[config.mk]
export PLATFORM = sky130hd
export DESIGN_NAME = sd_word_gearbox
export DESIGN_NICKNAME = d
export VERILOG_FILES = /design/src/rtl/sd_word_gearbox.sv
export SDC_FILE = /design/constraint.sdc
export NUM_CORES = 2
export LEC_CHECK = 0
export BUFFER_PORTS_ARGS = -buffer_cell sky130_fd_sc_hd__buf_2
export CAP_MARGIN = 20
export CORE_AREA = 4 4 413 415
export DETAILED_ROUTE_END_ITERATION = 10
export DIE_AREA = 0 0 417 419
export PLACE_DENSITY = 0.43
export SLEW_MARGIN = 20
export SYNTH_ARGS = -nofsm -noshare
export SYNTH_HDL_FRONTEND = slang
export SYNTH_SLANG_ARGS = --single-unit
[constraint.sdc]
create_clock -name clk -period 6.1 [get_ports clk]
set_input_delay 1.83 -clock clk [delete_from_list [all_inputs] [get_ports clk]]
set_output_delay 1.83 -clock clk [all_outputs]
set_load 0.01 [all_outputs]
[src/rtl/sd_word_gearbox.sv]
// sd_word_gearbox: 8-bit SD byte stream <-> 512-bit crypto word.
// RX packs 64 bytes into word_out; TX serialises word_in into 64 bytes.
//
// Ports (rst is synchronous, active low):
//   clk, rst                         clock and reset
//   rx_byte/_valid/_ready            SD-side input bytes
//   rx_flush                         drop partial RX word
//   rx_count                         bytes held, 0..BYTES
//   word_out/_valid, word_out_ack    packed word to crypto stage
//   word_in/_valid/_ready            result word from crypto stage
//   tx_byte/_valid/_ready            SD-side output bytes
module sd_word_gearbox #(
  parameter  int DATA_WIDTH = 512,
  parameter  int BYTE_WIDTH = 8,
  localparam int BYTES      = DATA_WIDTH / BYTE_WIDTH,
  localparam int CW         = $clog2(BYTES + 1)
) (
  input  logic                  clk,
  input  logic                  rst,
  input  logic [BYTE_WIDTH-1:0] rx_byte,
  input  logic                  rx_byte_valid,
  output logic                  rx_byte_ready,
  input  logic                  rx_flush,
  output logic [CW-1:0]         rx_count,
  output logic [DATA_WIDTH-1:0] word_out,
  output logic                  word_out_valid,
  input  logic                  word_out_ack,
  input  logic [DATA_WIDTH-1:0] word_in,
  input  logic                  word_in_valid,
  output logic                  word_in_ready,
  output logic [BYTE_WIDTH-1:0] tx_byte,
  output logic                  tx_byte_valid,
  input  logic                  tx_byte_ready
);

  typedef enum logic {
    RX_FILL,
    RX_FULL
  } rx_state_e;

  typedef enum logic {
    TX_IDLE,
    TX_SEND
  } tx_state_e;

  localparam logic [CW-1:0] LAST = CW'(BYTES - 1);
  localparam logic [CW-1:0] ONE  = CW'(1);

  rx_state_e             rx_state_q;
  logic [CW-1:0]         rx_cnt_q;
  logic [DATA_WIDTH-1:0] rx_word_q;

  tx_state_e             tx_state_q;
  logic [CW-1:0]         tx_idx_q;
  logic [DATA_WIDTH-1:0] tx_shift_q;

  // Flush drops ready so no byte is taken in a flush cycle.
  assign rx_byte_ready  = rst && (rx_state_q == RX_FILL)
                          && !rx_flush;
  assign word_out_valid = (rx_state_q == RX_FULL);
  assign rx_count       = rx_cnt_q;
  assign word_out       = rx_word_q;

  always_ff @(posedge clk) begin
    if (!rst) begin
      rx_state_q <= RX_FILL;
      rx_cnt_q   <= '0;
      rx_word_q  <= '0;
    end else begin
      unique case (rx_state_q)
        RX_FILL: begin
          if (rx_flush) begin
            rx_cnt_q  <= '0;
            rx_word_q <= '0;
          end else if (rx_byte_valid) begin
            rx_word_q[rx_cnt_q * BYTE_WIDTH +: BYTE_WIDTH]
              <= rx_byte;
            rx_cnt_q <= rx_cnt_q + ONE;
            if (rx_cnt_q == LAST) begin
              rx_state_q <= RX_FULL;
            end
          end
        end
        RX_FULL: begin
          // Flush is ignored here; only the ack frees the word.
          if (word_out_ack) begin
            rx_state_q <= RX_FILL;
            rx_cnt_q   <= '0;
            rx_word_q  <= '0;
          end
        end
        default: rx_state_q <= RX_FILL;
      endcase
    end
  end

  // The latched word shifts down, so byte 0 of what is
  // left always sits in the low lane.
  assign word_in_ready = rst && (tx_state_q == TX_IDLE);
  assign tx_byte_valid = (tx_state_q == TX_SEND);
  assign tx_byte       = tx_byte_valid
                         ? tx_shift_q[BYTE_WIDTH-1:0]
                         : '0;

  always_ff @(posedge clk) begin
    if (!rst) begin
      tx_state_q <= TX_IDLE;
      tx_idx_q   <= '0;
      tx_shift_q <= '0;
    end else begin
      unique case (tx_state_q)
        TX_IDLE: begin
          if (word_in_valid) begin
            tx_shift_q <= word_in;
            tx_idx_q   <= '0;
            tx_state_q <= TX_SEND;
          end
        end
        TX_SEND: begin
          if (tx_byte_ready) begin
            tx_shift_q <= tx_shift_q >> BYTE_WIDTH;
            tx_idx_q   <= tx_idx_q + ONE;
            if (tx_idx_q == LAST) begin
              tx_state_q <= TX_IDLE;
              tx_idx_q   <= '0;
            end
          end
        end
        default: tx_state_q <= TX_IDLE;
      endcase
    end
  end

endmodule

==> out/metrics.yaml <==
outcome:
  status: "finished clean"
pwr:
  vdd_drop_max_mv: 0.273
  p_int_w: 0.0125
  pwr-share-comb: 0.096
  p_leak_nw: 28.6
  power.switching_w: 0.00431
  clock_power_share: 0.468
  power.share.switching: 0.257
  p_per_area_mw_per_mm2: 303
  sequentialPowerShare: 0.436
critical_path:
  crit_path_start: "tx_byte_valid$_SDFF_PN0_"
  crit_type: "reg -> out"
  max_stage_delay_ns: 0.94
  rr_startpoint: "rx_count[0]$_SDFFE_PN0P_"
  setup.worst_path.end_class: "output port"
  endpoint: "tx_byte_valid"
  worstSetupStartpointType: "flip-flop"
  reg2reg_depth: 9
  crit_fanout: 107
  cp_cell_sequence: "buf_12, buf_2"
  r2r_end: "word_out[323]$_SDFFE_PN0P_"
  reg2reg_setup_slack_ns: 1.84
  crit_required_ns: 4.27
  worstPathArrival_ns: 2.76
  critPathSlowestCell: "dfxtp_4"
clocking:
  post_cts_buffers: 0
  numClockSinks: 1040
  clockBufferDepth: 3
  postCtsHoldBufs: 0
  insertion_delay_ns: 0.78
  htree_levels: 4
  cts.repair.resized: 0
  root_buffer: "clkbuf_16"
  cts_buffers: 131
  path_clk_slew_ns: 0.06
  cts_tree: "done"
cells_and_area:
  layout.cells.non_filler: 7513
  fin_nets: 5682
  drive_gt1_frac: 0.272
  n_fill_cell: 17410
  final_area_mm2: 0.0554
  multi_input_area_mm2: 0.0212
  final-seq-area_mm2: 0.0208
  syn_to_final_growth_pct: 28.0
  fin_util: 0.333
logic_synthesis:
  synth-async-reset-ratio: 0
  ys_ff_latch: 1040
  synth-edff-count: 0
  synthTopCellsByArea: "dfxtp_1, mux2i_1, o211a_1"
  seq_area_frac_synth: 0.481
  synth_warnings: 0
  synth_area_mm2: 0.0433
  synthCells: 4228
  syn_nets: 4759
  syn_avg_cell_area_um2: 10.2
  synth_top_area_cell: "dfxtp_1"
  synth_top_area_frac: 0.481
  synth.distinct_cells: 71
  synthFlopType: "dfxtp_1"
placement:
  dpl_cell_area_mm2: 0.0510
  globalplace.congestion: 0.816
  io_buffers: 1057
  dp.cells: 7222
  dp_hpwl_um: 139000
sta:
  finalSetupViolCount: 0
  slew_viol_final: 0
  clock_skew_ns: 0.0218
  worst_pin_slew_ns: 1.11
  timing.fmax_mhz: 218
  min_period_over_period: 0.753
  grt_setup_unrepaired: "false"
  min_period_ns: 4.59
  finalSetupTns_ns: 0
  relSlewSlack: 0.253
  hold_viol: 0
global_route:
  grt_max_degree: 200
  antenna_found_initial: 168
  grt-ovfl-total: 0
  grt_first_pass_wirelength_um: 260000
  grtUsageTotal: 0.203
  grt_pass1_vias: 35481
min_path:
  hold_class: "reg -> reg"
die:
  io_pins: 1058
  die_y_um: 419
  die_w_um: 417
  die_area_mm2: 0.175
  rows: 150
  core_area_mm2: 0.167
  initial_utilization: 0.260
route:
  firstDrtPassIters: 8
  routed_wl_um: 187000
  drc_errors: 0
  routed_via_density: 4.85
  vias: 36438
  routedWlPerCell_um: 24.8
  drt_iter0_markers: 2213
  antenna_left: 0
job:
  maxCapViolCount: 0
==> power groups by stage <==
| stage | clock network, W | logic (W) | registers [W] |
|---|---|---|---|
| 2_1_floorplan | 0 | 0.00111 | 0.00740 |
| 3_3_place_gp | 0 | 0.00162 | 0.00747 |
| 3_5_place_dp | 0 | 0.00164 | 0.00747 |
| 4_1_cts | 0.00812 | 0.00165 | 0.00732 |
| 5_1_grt | 0.00837 | 0.00179 | 0.00736 |
| 6_report | 0.00785 | 0.00162 | 0.00732 |
==> final cells by class <==
cell class	instances	area share
diodes	61	0.00275
clock buffers	188	0.0694
clock inverters	42	0.00831
inverters	10	0.000677
multi-input cells	2828	0.382
flip-flops and latches	1040	0.376
well taps	2204	0.0497
repair buffers	1140	0.112
==> kinds of logic after synthesis <==
kind of cell               after synthesis  synth area share
and+or+nand+nor                       1139             0.118
DFF                                   1040             0.481
AOI/OAI and AO/OA                      919             0.190
muxes                                  756             0.175
buffers and inverters                  360            0.0328
xor gates and xnor gates                10           0.00202
adders and majority gates                4           0.00116
==> synthesized netlist by cell type (all sizes together), types with 2 or more instances <==
library cell,number
dfxtp,1040
nand2,897
mux2i,756
o211a,504
clkbuf,307
o21ai,93
a22o,87
o211ai,86
o2bb2ai,66
nand3,63
nor2,47
buf,43
and2,31
nor3,30
a31oi,17
nor2b,16
a21oi,14
nor4,12
nand4,11
a21boi,10
and3,10
inv,10
a22oi,8
a31o,6
o22ai,6
o31ai,6
xnor2,6
and4,5
or3,5
ha,4
nor3b,4
xor2,4
a2111oi,3
o2111ai,3
o311ai,3
a211oi,2
a21o,2
nand2b,2
==> cell usage in the layout, fill, tap and decap left out, drive strengths merged, types with 4 or more instances in the layout <==
cell type / count
buf: 1140
dfxtp: 1040
nand2: 897
mux2i: 756
o211a: 504
clkbuf: 188
o21ai: 93
a22o: 87
o211ai: 86
o2bb2ai: 66
nand3: 63
diode: 61
nor2: 47
and2: 31
clkinv: 30
nor3: 30
a31oi: 17
nor2b: 16
a21oi: 14
inv: 12
nor4: 12
nand4: 11
and3: 10
a21boi: 10
a22oi: 8
o22ai: 6
bufinv: 6
o31ai: 6
xnor2: 6
a31o: 6
and4: 5
or3: 5
xor2: 4
ha: 4
clkinvlp: 4
nor3b: 4
==> stage by stage <==
stage	power (W)	hold slack (ns)	worst slack [ns]
6_report	0.0168	0.453	1.51
5_1_grt	0.0175	0.466	1.34
4_1_cts	0.0171	0.453	1.42
3_5_place_dp	0.00911	0.442	1.59
3_3_place_gp	0.00909	0.436	1.59
2_1_floorplan	0.00850	0.426	1.42
==> worst min path at each step <==
| stage | from | endpoint | slack [ns] | depth (start not counted) |
|---|---|---|---|---|
| floorplan | tx_idx_q[6]$_SDFFE_PN0P_ | tx_idx_q[6]$_SDFFE_PN0P_ | 0.43 | 2 |
| global placement | word_out[263]$_SDFFE_PN0P_ | word_out[263]$_SDFFE_PN0P_ | 0.44 | 1 |
| detailed placement | word_out[373]$_SDFFE_PN0P_ | word_out[373]$_SDFFE_PN0P_ | 0.44 | 1 |
| CTS | word_out[144]$_SDFFE_PN0P_ | word_out[144]$_SDFFE_PN0P_ | 0.45 | 2 |
| global route | word_out[263]$_SDFFE_PN0P_ | word_out[263]$_SDFFE_PN0P_ | 0.47 | 1 |
| finish | word_out[57]$_SDFFE_PN0P_ | word_out[57]$_SDFFE_PN0P_ | 0.45 | 2 |
==> routing by layer <==
| metal | GRT usage | vias to the layer above | routed length (um) |
|---|---|---|---|
| met4 | 0.0701 | 100 | 6950 |
| li1 | - | 17261 | - |
| met1 | 0.227 | 17552 | 72700 |
| met2 | 0.359 | 1102 | 92200 |
| met3 | 0.0709 | 423 | 14100 |
| met5 | 0 | - | 656 |
==> registers in the layout (all words and copies together), names as in the netlist <==
signal          cells
rx_count            7
word_out_valid      1
tx_byte_valid       1
word_out          512
tx_idx_q            7
tx_shift_q        512
==> worst max-delay path: cells and delay by family (launching register included) <==
kind                   cells  cell delay, ns
buffers and inverters      2            0.90
DFF                        1            0.94
Note: power is estimated with default switching activity, not from simulation.
